==> src/rtl/note_sequencer_if.sv <==
`default_nettype none
// +----------------------------------------------------------------------+
// | note_sequencer_if                                                      |
// | Host-side entry handshake (note code + duration) for note_sequencer.   |
// | Rev 1.0                                                                |
// +----------------------------------------------------------------------+
interface note_sequencer_if #(
    parameter int DUR_W = 16
);
    logic             in_valid;
    logic             in_ready;
    logic [4:0]       in_note;
    logic [DUR_W-1:0] in_dur;

    modport master (
        output in_valid,
        output in_note,
        output in_dur,
        input  in_ready
    );

    modport slave (
        input  in_valid,
        input  in_note,
        input  in_dur,
        output in_ready
    );
endinterface
`default_nettype wire

==> src/rtl/note_sequencer.sv <==
`default_nettype none
// +----------------------------------------------------------------------+
// | note_sequencer                                                         |
// | FIFO-fed square-wave note player with ms timing and articulation gap.  |
// | Rev 1.0                                                                |
// +----------------------------------------------------------------------+
module note_sequencer #(
    parameter int CLK_HZ = 100_000_000,
    parameter int DUR_W  = 16,
    parameter int DEPTH  = 8,
    parameter int GAP_MS = 10
) (
    input  wire                      clk,
    input  wire                      rst,
    note_sequencer_if.slave          in_if,
    input  wire                      mute,
    output logic                     out,
    output logic                     playing,
    output logic [4:0]               note_cur,
    output logic [$clog2(DEPTH):0]   fifo_level
);
    localparam int c_MS = CLK_HZ / 1000;
    localparam int c_PW = (c_MS > 1) ? $clog2(c_MS) : 1;
    localparam int c_AW = $clog2(DEPTH);
    localparam int c_LW = $clog2(DEPTH) + 1;

    localparam logic [63:0] c_HM_C = (64'(CLK_HZ) * 64'd50) / 64'd26163;
    localparam logic [63:0] c_HM_D = (64'(CLK_HZ) * 64'd50) / 64'd29366;
    localparam logic [63:0] c_HM_E = (64'(CLK_HZ) * 64'd50) / 64'd32963;
    localparam logic [63:0] c_HM_F = (64'(CLK_HZ) * 64'd50) / 64'd34923;
    localparam logic [63:0] c_HM_G = (64'(CLK_HZ) * 64'd50) / 64'd39200;
    localparam logic [63:0] c_HM_A = (64'(CLK_HZ) * 64'd50) / 64'd44000;
    localparam logic [63:0] c_HM_B = (64'(CLK_HZ) * 64'd50) / 64'd49388;
    // Widest half-period is low C = 2*H_mid(C)
    localparam int c_HW = $clog2(c_HM_C * 64'd2 + 64'd1);

    typedef enum logic [1:0] {
        S_IDLE = 2'd0,
        S_LOAD = 2'd1,
        S_TONE = 2'd2,
        S_GAP  = 2'd3
    } state_t;

    function automatic logic [c_HW-1:0] f_half(input logic [4:0] note);
        logic [63:0] mid;
        logic [63:0] h;
        logic [2:0]  idx;
        if (note >= 5'd15)     idx = 3'(note - 5'd15);
        else if (note >= 5'd8) idx = 3'(note - 5'd8);
        else                   idx = 3'(note - 5'd1);
        case (idx)
            3'd0:    mid = c_HM_C;
            3'd1:    mid = c_HM_D;
            3'd2:    mid = c_HM_E;
            3'd3:    mid = c_HM_F;
            3'd4:    mid = c_HM_G;
            3'd5:    mid = c_HM_A;
            3'd6:    mid = c_HM_B;
            default: mid = c_HM_C;
        endcase
        if (note >= 5'd1 && note <= 5'd7)        h = mid << 1;
        else if (note >= 5'd15 && note <= 5'd21) h = mid >> 1;
        else                                     h = mid;
        return c_HW'(h);
    endfunction

    logic [4:0]       r_mem_note [DEPTH];
    logic [DUR_W-1:0] r_mem_dur  [DEPTH];
    logic [c_AW-1:0]  r_wptr;
    logic [c_AW-1:0]  r_rptr;
    logic [c_LW-1:0]  r_count;
    logic             w_ready;
    logic             w_push;
    logic             w_pop;

    state_t           r_state;
    state_t           w_state_nxt;
    logic [4:0]       r_note;
    logic [4:0]       w_note_nxt;
    logic [DUR_W-1:0] r_dur;
    logic [DUR_W-1:0] w_dur_nxt;
    logic [DUR_W-1:0] r_rem;
    logic [DUR_W-1:0] w_rem_nxt;
    logic [c_HW-1:0]  r_half;
    logic [c_HW-1:0]  w_half_nxt;
    logic [c_HW-1:0]  r_hcnt;
    logic [c_HW-1:0]  w_hcnt_nxt;
    logic [c_PW-1:0]  r_pre;
    logic [c_PW-1:0]  w_pre_nxt;
    logic             r_tone;
    logic             w_tone_nxt;
    logic             r_out;
    logic             w_pitched;
    logic             w_ms_wrap;

    assign w_ready         = (r_count < c_LW'(DEPTH));
    assign in_if.in_ready  = w_ready;
    assign w_push          = in_if.in_valid && w_ready;
    assign w_pop           = (r_state == S_IDLE) && (r_count != '0);

    always_ff @(posedge clk or negedge rst) begin
        if (!rst) begin
            r_wptr  <= '0;
            r_rptr  <= '0;
            r_count <= '0;
        end else begin
            if (w_push) r_wptr <= r_wptr + c_AW'(1);
            if (w_pop)  r_rptr <= r_rptr + c_AW'(1);
            case ({w_push, w_pop})
                2'b10:   r_count <= r_count + c_LW'(1);
                2'b01:   r_count <= r_count - c_LW'(1);
                default: r_count <= r_count;
            endcase
        end
    end

    always_ff @(posedge clk) begin
        if (w_push) begin
            r_mem_note[r_wptr] <= in_if.in_note;
            r_mem_dur[r_wptr]  <= in_if.in_dur;
        end
    end

    assign w_pitched = (r_note != 5'd0) && (r_note <= 5'd21);
    assign w_ms_wrap = (r_pre == c_PW'(c_MS - 1));

    always_comb begin
        w_state_nxt = r_state;
        w_note_nxt  = r_note;
        w_dur_nxt   = r_dur;
        w_rem_nxt   = r_rem;
        w_half_nxt  = r_half;
        w_hcnt_nxt  = r_hcnt;
        w_pre_nxt   = r_pre;
        w_tone_nxt  = r_tone;
        case (r_state)
            S_IDLE: begin
                w_tone_nxt = 1'b0;
                if (w_pop) begin
                    w_note_nxt  = r_mem_note[r_rptr];
                    w_dur_nxt   = r_mem_dur[r_rptr];
                    w_state_nxt = S_LOAD;
                end
            end
            S_LOAD: begin
                w_half_nxt  = f_half(r_note);
                w_rem_nxt   = r_dur;
                w_hcnt_nxt  = '0;
                w_pre_nxt   = '0;
                w_tone_nxt  = 1'b0;
                w_state_nxt = (r_dur == '0) ? S_IDLE : S_TONE;
            end
            S_TONE: begin
                if (r_hcnt == r_half - c_HW'(1)) begin
                    w_hcnt_nxt = '0;
                    if (w_pitched) w_tone_nxt = ~r_tone;
                end else begin
                    w_hcnt_nxt = r_hcnt + c_HW'(1);
                end
                if (w_ms_wrap) begin
                    w_pre_nxt = '0;
                    w_rem_nxt = r_rem - DUR_W'(1);
                    if (r_rem == DUR_W'(1)) begin
                        // The gap reuses rem/prescaler as its own ms countdown
                        w_tone_nxt = 1'b0;
                        if (GAP_MS == 0) begin
                            w_state_nxt = S_IDLE;
                        end else begin
                            w_rem_nxt   = DUR_W'(GAP_MS);
                            w_state_nxt = S_GAP;
                        end
                    end
                end else begin
                    w_pre_nxt = r_pre + c_PW'(1);
                end
            end
            S_GAP: begin
                w_tone_nxt = 1'b0;
                if (w_ms_wrap) begin
                    w_pre_nxt = '0;
                    w_rem_nxt = r_rem - DUR_W'(1);
                    if (r_rem == DUR_W'(1)) w_state_nxt = S_IDLE;
                end else begin
                    w_pre_nxt = r_pre + c_PW'(1);
                end
            end
            default: w_state_nxt = S_IDLE;
        endcase
    end

    always_ff @(posedge clk or negedge rst) begin
        if (!rst) begin
            r_state <= S_IDLE;
            r_note  <= '0;
            r_dur   <= '0;
            r_rem   <= '0;
            r_half  <= '0;
            r_hcnt  <= '0;
            r_pre   <= '0;
            r_tone  <= 1'b0;
            r_out   <= 1'b0;
        end else begin
            r_state <= w_state_nxt;
            r_note  <= w_note_nxt;
            r_dur   <= w_dur_nxt;
            r_rem   <= w_rem_nxt;
            r_half  <= w_half_nxt;
            r_hcnt  <= w_hcnt_nxt;
            r_pre   <= w_pre_nxt;
            r_tone  <= w_tone_nxt;
            r_out   <= w_tone_nxt & ~mute;
        end
    end

    assign out        = r_out;
    assign playing    = (r_state != S_IDLE);
    assign note_cur   = (((r_state == S_LOAD) || (r_state == S_TONE)) && w_pitched) ? r_note : 5'd0;
    assign fifo_level = r_count;
endmodule
`default_nettype wire
==> src/flat_wrapper.sv <==
// flat-port wrapper written by rule: the top's interface ports become plain ports
module note_sequencer_flat 
#(
    parameter int CLK_HZ = 100_000_000,
    parameter int DUR_W  = 16,
    parameter int DEPTH  = 8,
    parameter int GAP_MS = 10
)
  (clk, rst, mute, out, playing, note_cur, fifo_level, in_if_in_valid, in_if_in_note, in_if_in_dur, in_if_in_ready);
  note_sequencer_if #(.DUR_W(DUR_W)) in_if_i ();
  input  wire clk;
  input  wire rst;
  input  wire mute;
  output logic out;
  output logic playing;
  output logic [4:0] note_cur;
  output logic [$clog2(DEPTH):0] fifo_level;
  input wire logic [$bits(in_if_i.in_valid)-1:0] in_if_in_valid;
  input wire logic [$bits(in_if_i.in_note)-1:0] in_if_in_note;
  input wire logic [$bits(in_if_i.in_dur)-1:0] in_if_in_dur;
  output wire logic [$bits(in_if_i.in_ready)-1:0] in_if_in_ready;
  assign in_if_i.in_valid = in_if_in_valid;
  assign in_if_i.in_note = in_if_in_note;
  assign in_if_i.in_dur = in_if_in_dur;
  assign in_if_in_ready = in_if_i.in_ready;
  note_sequencer #(.CLK_HZ(CLK_HZ), .DUR_W(DUR_W), .DEPTH(DEPTH), .GAP_MS(GAP_MS)) u_core (.clk(clk), .rst(rst), .in_if(in_if_i), .mute(mute), .out(out), .playing(playing), .note_cur(note_cur), .fifo_level(fifo_level));
endmodule
==> config.mk <==
export PLATFORM = sky130hd
export DESIGN_NAME = note_sequencer_flat
export DESIGN_NICKNAME = d
export VERILOG_FILES = /design/src/rtl/note_sequencer_if.sv /design/src/rtl/note_sequencer.sv /design/src/flat_wrapper.sv
export SDC_FILE = /design/constraint.sdc
export NUM_CORES = 1
export LEC_CHECK = 0
export ABC_AREA = 1
export BUFFER_PORTS_ARGS = -buffer_cell sky130_fd_sc_hd__buf_2
export CORE_MARGIN = 3
export CORE_UTILIZATION = 30
export DETAILED_ROUTE_END_ITERATION = 10
export HOLD_SLACK_MARGIN = 0.08
export PLACE_DENSITY = 0.54
export SLEW_MARGIN = 20
export SYNTH_ARGS = -nofsm -noshare
export SYNTH_HDL_FRONTEND = slang
export SYNTH_SLANG_ARGS = --single-unit
==> constraint.sdc <==
create_clock -name clk -period 2.6 [get_ports clk]
set_input_delay 0 -clock clk [delete_from_list [all_inputs] [get_ports clk]]
set_output_delay 0 -clock clk [all_outputs]
set_load 0.05 [all_outputs]
=== Yosys cells after proc, flatten, opt, wreduce, memory -nomap -nowiden ===
Memory sizes are Yosys's and may differ from the RTL's. A register that Yosys moved wholly into a read port is not among the register bits.
Cells that the tools add are included.

* Bits in registers: 85
* Latch bits: 0
* RAM bits: 168
* ROM bits: 0
* Bits of input ports: 25
* Output and inout port bits: 12
* Word-level logic and storage cells: 104
* Memories kept: 2

{| class="wikitable"
|+ Memories
! name !! words !! bits a word !! rd ports !! clocked after memory_dff !! wr ports !! line !! RTL
|-
| u_core.r_mem_dur || 8 || 16 || 1 || 1 || 1 || note_sequencer.sv:68 || <nowiki>logic [DUR_W-1:0] r_mem_dur [DEPTH];</nowiki>
|-
| u_core.r_mem_note || 8 || 5 || 1 || 1 || 1 || note_sequencer.sv:67 || <nowiki>logic [4:0] r_mem_note [DEPTH];</nowiki>
|}

* Add/sub/neg operators: 11
* Multipliers: 0
* Div/mod/pow operators: 0
* Magnitude comparators: 6
* Equal/unequal tests: 19
* Shift operators: 0
* Multiplexer cells: 30
* Bitwise gates (word level): 3
* Reductions and logical operators: 23

{| class="wikitable"
|+ Operator list
! cell !! number
|-
| 18-bit case mux with 6 select lines || 1
|-
| 16-bit two-way mux || 3
|-
| 16-bit case mux with 3 select lines || 1
|-
| 19-bit two-way mux || 2
|-
| 19-bit case mux with 2 select lines || 1
|-
| 17-bit case mux with 2 select lines || 1
|-
| 19-bit by 1-bit adder with 19-bit output, second input constant || 1
|-
| 19-bit equality test || 1
|-
| 19-bit by 1-bit subtractor with 19-bit output, second input constant || 1
|-
| 18-bit two-way mux || 1
|-
| 17-bit by 1-bit adder with 17-bit output, second input constant || 1
|-
| 17-bit equality test, second input constant || 1
|-
| 17-bit two-way mux || 1
|-
| 16-bit by 1-bit equality test with 1-bit output, second input constant || 1
|-
| 16-bit zero test || 1
|-
| 16-bit by 1-bit subtractor with 16-bit output, second input constant || 1
|-
| 2-bit two-way mux || 6
|-
| 5-bit by 4-bit greater-or-equal comparator with 1-bit output, second input constant || 2
|-
| 2-bit by 1-bit inequality test with 1-bit output, second input constant || 5
|-
| 3-bit equality test, second input constant || 3
|-
| 3-bit two-way mux || 3
|-
| 2-bit case mux with 4 select lines || 1
|-
| 4-bit case mux with 2 select lines || 1
|-
| 2-bit nonzero test || 4
|-
| 30 further kinds || 48
|}

=== Longest topological paths before layout ===
Gate-level depths: netlist of the first run.

* Word-level depth: 8
* Depth in mapped cells: 16
* Gate-level depth less buffers: 16

=== Worst setup path before layout of the first run ===
OpenSTA, ideal clock, no wires.

* Kind: register to register
* Start: register u_core.r_state[0]
* End: register u_core.r_count[3], in the netlist u_core.fifo_level[3]
* Library setup time: 143 ps
* Arrival: 2753 ps
* Setup slack: -296 ps
* Stages on the path, launching flop included: 16
* Path buffers: 2
* Path through: dfrtp_1 > inv_1 > ha_1 > clkbuf_1 > inv_1 > nor2_1 > clkbuf_1 > ha_1 > ha_1 > nand2_1 > nor2_1 > a211oi_1 > nor2_1 > nor2_1 > nand2_1 > xor2_1

* Cells in the longest elaborated chain, start to end: 4

{| class="wikitable"
|+ Ends and longest elaborated chain
! item !! line !! RTL
|-
| start, declared || note_sequencer.sv:76 || <nowiki>state_t r_state;</nowiki>
|-
| start signal, assigned || note_sequencer.sv:203 || <nowiki>r_state <= w_state_nxt;</nowiki>
|-
| 2-bit zero test * || note_sequencer.sv:99 || <nowiki>assign w_pop = (r_state == S_IDLE) && (r_count != '0);</nowiki>
|-
| 1-bit logical AND * || note_sequencer.sv:99 ||
|-
| named net u_core.w_pop || note_sequencer.sv:74 || <nowiki>logic w_pop;</nowiki>
|-
| 2-bit by 1-bit equality test with 1-bit output / 2-bit equality test (equally long branches) || note_sequencer.sv:109 || <nowiki>case ({w_push, w_pop})</nowiki>
|-
| 4-bit case mux with 2 select lines / 2-bit nonzero test (equally long branches) || n/a ||
|-
| end signal, assigned || note_sequencer.sv:110 || <nowiki>2'b10: r_count <= r_count + c_LW'(1);</nowiki>
|-
| end signal, assigned || note_sequencer.sv:111 || <nowiki>2'b01: r_count <= r_count - c_LW'(1);</nowiki>
|-
| end signal, assigned || note_sequencer.sv:112 || <nowiki>default: r_count <= r_count;</nowiki>
|-
| end, declared || note_sequencer.sv:71 || <nowiki>logic [c_LW-1:0] r_count;</nowiki>
|}

The timed path passes the listed nets; every way through them passes the cells marked *.
A chain may end at the register's enable or synchronous reset.

=== Worst setup path in the final report of the first run ===
* Start: register u_core.r_note[1] (read register of u_core.r_mem_note)
* End: output port note_cur[0]

* Cells in the longest elaborated chain, start to end: 4

{| class="wikitable"
|+ Ends and longest elaborated chain
! item !! line !! RTL
|-
| start, declared || note_sequencer.sv:78 || <nowiki>logic [4:0] r_note;</nowiki>
|-
| 5-bit <= comparator / 5-bit nonzero test (equally long branches) || note_sequencer.sv:124 || <nowiki>assign w_pitched = (r_note != 5'd0) && (r_note <= 5'd21);</nowiki>
|-
| 1-bit logical AND * || note_sequencer.sv:124 ||
|-
| 1-bit logical AND * || note_sequencer.sv:217 || <nowiki>assign note_cur = (((r_state == S_LOAD) || (r_state == S_TONE)) && w_pitched) ? r_note : 5'd0;</nowiki>
|-
| 5-bit two-way mux * || note_sequencer.sv:217 ||
|-
| end, declared || flat_wrapper.sv:16 || <nowiki>output logic [4:0] note_cur;</nowiki>
|}

Every way passes the cells marked *; elsewhere a longest branch is shown, timed or not.

==> results of run 1 <==
-- logic make-up after synthesis --
group | Yosys count | synth area share [%]
mux | 22 | 1.67
simple gates | 561 | 18.0
flops | 274 | 58.0
compound gates | 260 | 12.4
fa+ha+maj | 21 | 2.04
buf+inv | 166 | 4.85
xor+xnor | 47 | 3.10
-- metrics by stage --
stage               hold slack, ns  cell area [um^2]   TNS, ns
finish                       0.128             15500         0
global route                 0.141             15500  -0.00172
CTS                         0.0811             15500         0
detailed placement          0.0862             14300         0
floorplan                   -0.296             13300    -19.51
global placement            0.0856             14300         0
-- worst paths after layout --
check	startpoint	end	slack, ns
worst max register to register	flip-flop	u_core.fifo_level[3]$_DFFE_PN0P_	0.29
max in group asynchronous	rst	u_core.r_hcnt[17]$_DFFE_PN0P_	1.77
worst min register to register	u_core.r_half[18]$_DFFE_PN0P_	u_core.r_half[18]$_DFFE_PN0P_	0.51
worst min-delay path	mute	u_core.out$_DFF_PN0_	0.13
min in group asynchronous	rst	u_core.r_half[9]$_DFFE_PN0P_	0.59
worst max-delay path	u_core.r_note[1]$_DFFE_PN0P_	note_cur[0]	0.19
-- layout make-up --
| class | instances | area (um^2) | share of cell area, % |
|---|---|---|---|
| Sequential cell | 274 | 7700 | 49.6 |
| Multi-Input combinational cell | 913 | 5000 | 32.2 |
| Clock buffer | 44 | 835 | 5.37 |
| Tap cell | 585 | 732 | 4.71 |
| Timing Repair Buffer | 94 | 716 | 4.61 |
| Inverter | 120 | 450 | 2.90 |
| Clock inverter | 14 | 98.8 | 0.636 |
-- cells in the final DEF, fill, tap and decap left out, drive strengths merged, types with 23 or more instances in the layout --
master and instances:
xor2 34, buf 68, nor2 198, nand3 56
edfxtp 168, o211ai 25, dlygate4sd3 25, o221ai 23
inv 117, o21ai 123, a21oi 40, dfrtp 106
nand2 254, clkbuf 45
-- state kept, by name (all words and copies together) (netlist names), 3 cells and up, named ones only --
register           flops
u_core.r_half         19
u_core.r_note          5
u_core.r_mem_note     40
u_core.r_wptr          3
u_core.r_pre          17
u_core.r_hcnt         19
u_core.fifo_level      4
u_core.r_rem          16
u_core.r_mem_dur     128
u_core.r_dur          16
u_core.r_rptr          3
-- where the power goes --
part | internal (mW) | switching (mW) | leakage (nW)
registers | 5.50 | 0.816 | 2.87
clock network | 2.32 | 1.69 | 0.454
logic | 2.67 | 5.57 | 2.78
-- metal layers --
metal	vias to the layer above	share of wire, %	global-route usage [%]
met4	0	2.0	3.63
met3	52	3.7	2.20
met1	4716	46	17.8
li1	4855	-	-
met5	-	0	0
met2	164	49	23.8
-- tightest hold or removal path: stages --
cell and delay, ns:
dlygate4sd3_1 0.52, buf_2 0.10, nor2_1 0.03
-- what timing repair did --
| action | 4_1_cts | 5_1_grt |
|---|---|---|
| resized for setup | 1 | 6 |
| endpoints found under the hold margin | 279 | 0 |
| setup endpoints to repair | 5 | 19 |
| hold buffers | 26 | 0 |
| pin swaps | 0 | 3 |
| cloned | 0 | 2 |
==> summary.md, run 1 <==
| Metric | Value |
|---|---|
| Synth Cell Area | `0.0133 mm^2` |
| Worst reg2reg path depth | `13` |
| Post-route insts no fill | `2044` |
| ANT cells | `0` |
| Initial Util | `30.6%` |
| Post-CTS Setup Bufs | `0` |
| Power Dens Cells | `1200 mW/mm^2` |
| Clock transition at path regs | `0.06 ns` |
| Slew Limit Fails | `0` |
| Boundary Pins | `37` |
| Sink Count | `274` |
| Filler Cell Count | `4431` |
| Chip Height | `216 um` |
| Initial DRC Count | `774` |
| CP Depth | `9` |
| Count of antenna-violating nets left after detailed routing | `0` |
| Syn nets | `1397` |
| Vias | `9787` |
| CP max-delay cell | `dfrtp_1` |
| Final WL | `32000 um` |
| Leak | `6.10 nW` |
| Place WS | `0.237 ns` |
| Crit share post-route | `92.6%` |
| Bufs on Longest Clock Path | `3` |
| Row count | `76` |
| Crit Path Max Fanout | `6` |
| Dominant cell by count in the synthesized netlist | `nand2_1` |
| CP required | `2.60 ns` |
| EDFF count, synth | `168` |
| Avg Cell Area, Syn | `9.83 um^2` |
| Max incr delay on CP | `0.40 ns` |
| Worst-margin pin slew | `0.795 ns` |
| P&R area growth vs syn | `17.0%` |
| Critical Path AT | `2.41 ns` |
| Ys Warns | `0` |
| Routed len/inst | `15.7 um` |
| Async set or reset register ratio after synthesis | `38.7%` |
| Crit path kind | `flip-flop to primary output` |
| Full die area | `0.0468 mm^2` |
| CTS tree | `done` |
| Status | `complete, no violations` |
| Hold Path Class | `input port to flip-flop` |
| Total congestion overflow | `0` |
| Largest cells by area after synthesis | `edfxtp_1, dfrtp_1, nand2_1` |
| Cell total after placement | `1958` |
| Synth unique cells | `53` |
| Die X | `216 um` |
| Dpl hpwl | `20800 um` |
| Share of post-route cells with drive strength above 1 | `11.8%` |
| Fin. Hold Viols | `0` |
| Total track usage | `13.7%` |
| Nets | `1480` |
| Hold depth | `3` |
| Number of global-route vias before repair | `9633` |
| Largest area contributor in the netlist | `edfxtp_1` |
| Total CTS buffers | `31` |
| Synth top area share | `38.0%` |
| Final setup violation count | `0` |
| Worst slew margin | `47.0%` |
| Vias per cell | `4.79` |
| Peak supply drop | `0.683 mV` |
| Crit. End Element | `primary output` |
| Peak Freq | `415 MHz` |
| Family with the most delay on the worst path | `buffers and inverters` |
| First-pass GRT wire length | `52100 um` |
| CTS H-Tree Depth | `1` |
| Gp weighted congestion | `0.833` |
| Most used cell, CP | `inv_1` |
| Commonest cells in the netlist | `nand2_1, nor2_1, edfxtp_1, inv_1, dfrtp_1` |
| Core area | `0.0434 mm^2` |
| Syn Inst Count | `1351` |
| # Max-Cap Violations | `0` |
| Register bit total from synthesis | `274` |
| Root buffer cell | `clkbuf_16` |
| # port buffers | `36` |
| Largest net degree at the start of global routing | `46` |
| Antenna violations before repair | `0` |
| Residual DRC count | `0` |
| Synth Flop Type | `edfxtp_1` |
| Min cycle time layout | `2.41 ns` |
| Setup Skew | `0.00790 ns` |
| Clk Latency, worst-skew pair | `0.56 ns` |
| Pwr Total | `18.6 mW` |
| Buf+Inv Stages, Crit Path | `4` |
| Fin util | `35.8%` |
| Startpoint types | `flip-flop` |
| Crit path cell chain | `inv_1 -> ha_1 -> o31ai_1 -> a21boi_2 -> inv_1 -> nor2_1 -> inv_1 -> nor2_1 -> buf_2` |
| DRT Pass-1 Iters | `5` |
| Seq/Total Area, Yosys | `58.0%` |
| Final worst slack | `0.193 ns` |
(Power assumes the default switching activity.)
==> run 2, diff against run 1 <==
Settings changed: PLACE_DENSITY 0.54 to 0.52.
Clock period 2.6 ns to 3 ns, I/O delays scaled along.
==> run 2 against run 1 <==
Compared with the run above:
- hold slack improved by 0.090 ns
- first-iteration DRC count decreased by 30%
- die area did not move
- final cell count shrank 0.34%
- global-route usage grew 0.10 points
- combinational power shrank 15%
- count of clock-buffer cells in the layout rose by 8
- via count is 0.72% lower
- sequential share of layout area hardly changed
- setup slack gained 0.18 ns
- total power is 13% lower
- largest cell class unchanged
- largest power group unchanged
==> summary.md, run 2 (synthesis results as in run 1) <==
| Metric | Value |
|---|---|
| Setup Skew | `0.0179 ns (was 0.00790 ns)` |
| Final worst slack | `0.373 ns (was 0.193 ns)` |
| Placed Area | `0.0142 mm^2 (was 0.0143 mm^2)` |
| Register bank with the most flops | `u_core.r_mem_dur (unchanged)` |
| Largest net degree at the start of global routing | `52 (was 46)` |
| Boundary Pins | `37 (unchanged)` |
| Row count | `76 (unchanged)` |
| DRT Pass-1 Iters | `5 (unchanged)` |
| Worst r2r src | `u_core.fifo_level[1]$_DFFE_PN0P_` |
| Die X | `216 um (unchanged)` |
| Vias per cell | `4.77 (was 4.79)` |
| Sequential power share | `33.8% (was 34.0%)` |
| Commonest cells after routing, fill and taps aside | `nand2_1, nor2_1, edfxtp_1 (unchanged)` |
| Number of global-route vias before repair | `9460 (was 9633)` |
| Count of antenna-violating nets left after detailed routing | `0 (unchanged)` |
| Chip Height | `216 um (unchanged)` |
| Max reg flops | `128 (unchanged)` |
| Met3 Usage GRT | `2.45% (was 2.20%)` |
| Residual DRC count | `0 (unchanged)` |
| Initial DRC Count | `539 (was 774)` |
| Crit share post-route | `87.6%` |
| Total congestion overflow | `0 (unchanged)` |
| # Max-Cap Violations | `0 (unchanged)` |
| Crit Path Max Fanout | `6 (unchanged)` |
| Routed len/inst | `15.6 um (was 15.7 um)` |
| Clock Power Share | `22.9% (was 21.6%)` |
| Sink Count | `274 (unchanged)` |
| Peak supply drop | `0.487 mV (was 0.683 mV)` |
| Final WL | `31700 um (was 32000 um)` |
| Fin. Hold Viols | `0 (unchanged)` |
| Total track usage | `13.8% (was 13.7%)` |
| Most used cell, CP | `inv_1 (unchanged)` |
| Hold depth | `2 (was 3)` |
| Crit path cell chain | `inv_1 -> ha_1 -> nand3_1 -> a21boi_0 -> buf_4 -> inv_1 -> nor2_1 -> inv_1 -> nor2_1 -> buf_2 (was inv_1 -> ha_1 -> o31ai_1 -> a21boi_2 -> inv_1 -> nor2_1 -> inv_1 -> nor2_1 -> buf_2)` |
| CTS H-Tree Depth | `1 (unchanged)` |
| Max incr delay on CP | `0.43 ns (was 0.40 ns)` |
| FF-to-FF End | `u_core.fifo_level[3]$_DFFE_PN0P_ (unchanged)` |
| CP required | `3.00 ns (was 2.60 ns)` |
| Peak Freq | `381 MHz` |
| Slew Limit Fails | `0 (unchanged)` |
| Total CTS buffers | `31 (unchanged)` |
| Bufs on Longest Clock Path | `3 (unchanged)` |
| P&R area growth vs syn | `17.0% (about the same)` |
| Final setup violation count | `0 (unchanged)` |
| Vias | `9717 (was 9787)` |
| Gp weighted congestion | `0.838 (was 0.833)` |
| CTS tree | `done (unchanged)` |
| Clock transition at path regs | `0.06 ns (about the same)` |
| Grt met2 use | `22.7% (was 23.8%)` |
| Full die area | `0.0468 mm^2 (unchanged)` |
| Gate power share | `43.3% (was 44.3%)` |
| Fin util | `35.8% (about the same)` |
| Antenna violations before repair | `1 (was 0)` |
| Multi-input gate area | `0.00496 mm^2 (was 0.00500 mm^2)` |
| Initial Util | `30.6% (unchanged)` |
| Psw | `6.94 mW (was 8.07 mW)` |
| Biggest regs | `u_core.r_mem_dur: 128 flops, u_core.r_mem_note: 40 flops (unchanged)` |
| FF/Latch Area | `0.00770 mm^2 (unchanged)` |
| Power Dens Cells | `1040 mW/mm^2 (was 1200 mW/mm^2)` |
| Share of post-route cells with drive strength above 1 | `11.0% (was 11.8%)` |
| Leak | `6.09 nW (was 6.10 nW)` |
| Core area | `0.0434 mm^2 (unchanged)` |
| Net Sw Frac | `42.9% (was 43.5%)` |
| CP max-delay cell | `dfrtp_1 (unchanged)` |
| RSZ-0062 raised after global routing | `no` |
| Setup TNS | `0 ns (unchanged)` |
| Commonest non-fill, non-tap cell in the layout | `nand2_1 (unchanged)` |
| Critical Path AT | `2.63 ns (was 2.41 ns)` |
| Min cycle time layout | `2.63 ns` |
| Filler Cell Count | `4424 (was 4431)` |
| Clk Latency, worst-skew pair | `0.59 ns (was 0.56 ns)` |
| First-pass GRT wire length | `52500 um (was 52100 um)` |
| M1 GR Usage | `18.9% (was 17.8%)` |
| Hold Path Class | `input port to flip-flop (unchanged)` |
| Worst slew margin | `54.4% (was 47.0%)` |
| Status | `complete, no violations (unchanged)` |
| Critical path origin | `u_core.r_note[0]$_DFFE_PN0P_ (was u_core.r_note[1]$_DFFE_PN0P_)` |
| Worst-margin pin slew | `0.684 ns (was 0.795 ns)` |
| Flop2flop setup slack | `0.59 ns (was 0.29 ns)` |
| Nets | `1472 (was 1480)` |
| Dpl hpwl | `20200 um (was 20800 um)` |
| # port buffers | `36 (unchanged)` |
| Hold Startpoint | `in_if_in_dur[10] (was mute)` |
| Startpoint types | `flip-flop (unchanged)` |
| Post-Layout Inst Area | `0.0155 mm^2 (about the same)` |
| Hold Crit Endpoint | `u_core.r_mem_dur[7][10]$_DFFE_PP_ (was u_core.out$_DFF_PN0_)` |
| Place WS | `0.577 ns (was 0.237 ns)` |
| Root buffer cell | `clkbuf_16 (unchanged)` |
| Crit path kind | `flip-flop to primary output (unchanged)` |
| Post-CTS Setup Bufs | `0 (unchanged)` |
| Power Internal | `9.23 mW (was 10.5 mW)` |
| GR peak layer | `met2 (unchanged)` |
| Crit. End Element | `primary output (unchanged)` |
| Worst reg2reg path depth | `11 (was 13)` |
run 2: cell types whose count changed in the layout (fill, tap and decap cells not counted), moves of 2 or more:
cell      before  now
buf_4         32   23
clkbuf_1      12   17
clkinv_1       9    4
clkbuf_8       1    4
clkinv_2       5    2
buf_12         1    3
nand2_2        7    5
run 2: worst max path at each step:
stage                                            end  slack, ns  depth (start not counted)
floorplan           u_core.fifo_level[3]$_DFFE_PN0P_       0.10                         15
global placement    u_core.fifo_level[3]$_DFFE_PN0P_       0.65                         13
detailed placement  u_core.fifo_level[3]$_DFFE_PN0P_       0.58                         11
CTS                                      note_cur[2]       0.25                         10
global route                             note_cur[2]       0.13                          8
finish                                   note_cur[0]       0.37                         10
run 2: critical path: cells and delay by family (launching register included):
family          cells  cell delay (ns)
compound gates      1             0.18
fa+ha+maj           1             0.22
buf+inv             5             0.73
flops               1             0.43
simple gates        3             0.49
run 2: repair_timing:
action | 4_1_cts | 5_1_grt
endpoints found under the hold margin | 281 | 0
hold buffers | 27 | 0
resized for setup | 0 | 0
run 2: metrics by stage:
step / power, mW / hold WS (ns) / instances
after CTS: 16.4 / 0.191 / 2036
final: 16.2 / 0.219 / 2037
after detailed placement: 12.6 / 0.135 / 1951
after global routing: 17.6 / 0.225 / 2037
after global placement: 12.5 / 0.138 / 1951
after floorplan: 10.5 / -0.296 / 1351
run 2: power by group through the flow:
stage / Clock, mW / Sequential, mW / Combinational [mW]
6_report: 3.70 / 5.46 / 7.00
3_5_place_dp: 0 / 5.53 / 7.04
5_1_grt: 3.99 / 5.57 / 8.00
3_3_place_gp: 0 / 5.52 / 6.99
4_1_cts: 3.83 / 5.46 / 7.10
2_1_floorplan: 0 / 5.34 / 5.13
run 2: final cells by class:
cell class                      instances  share of cell area, %
Sequential cell                       274                   49.6
Multi-Input combinational cell        911                   31.9
Clock buffer                           52                   5.76
Tap cell                              585                   4.71
Timing Repair Buffer                   88                   4.48
Inverter                              120                   2.90
Clock inverter                          6                  0.628
Antenna cell                            1                 0.0161
run 2: routing by layer:
| metal | up-vias | share of wire [%] |
|---|---|---|
| li1 | 4839 | - |
| met1 | 4667 | 47 |
| met2 | 170 | 47 |
| met3 | 41 | 4.0 |
| met4 | 0 | 2.1 |
| met5 | - | 0 |
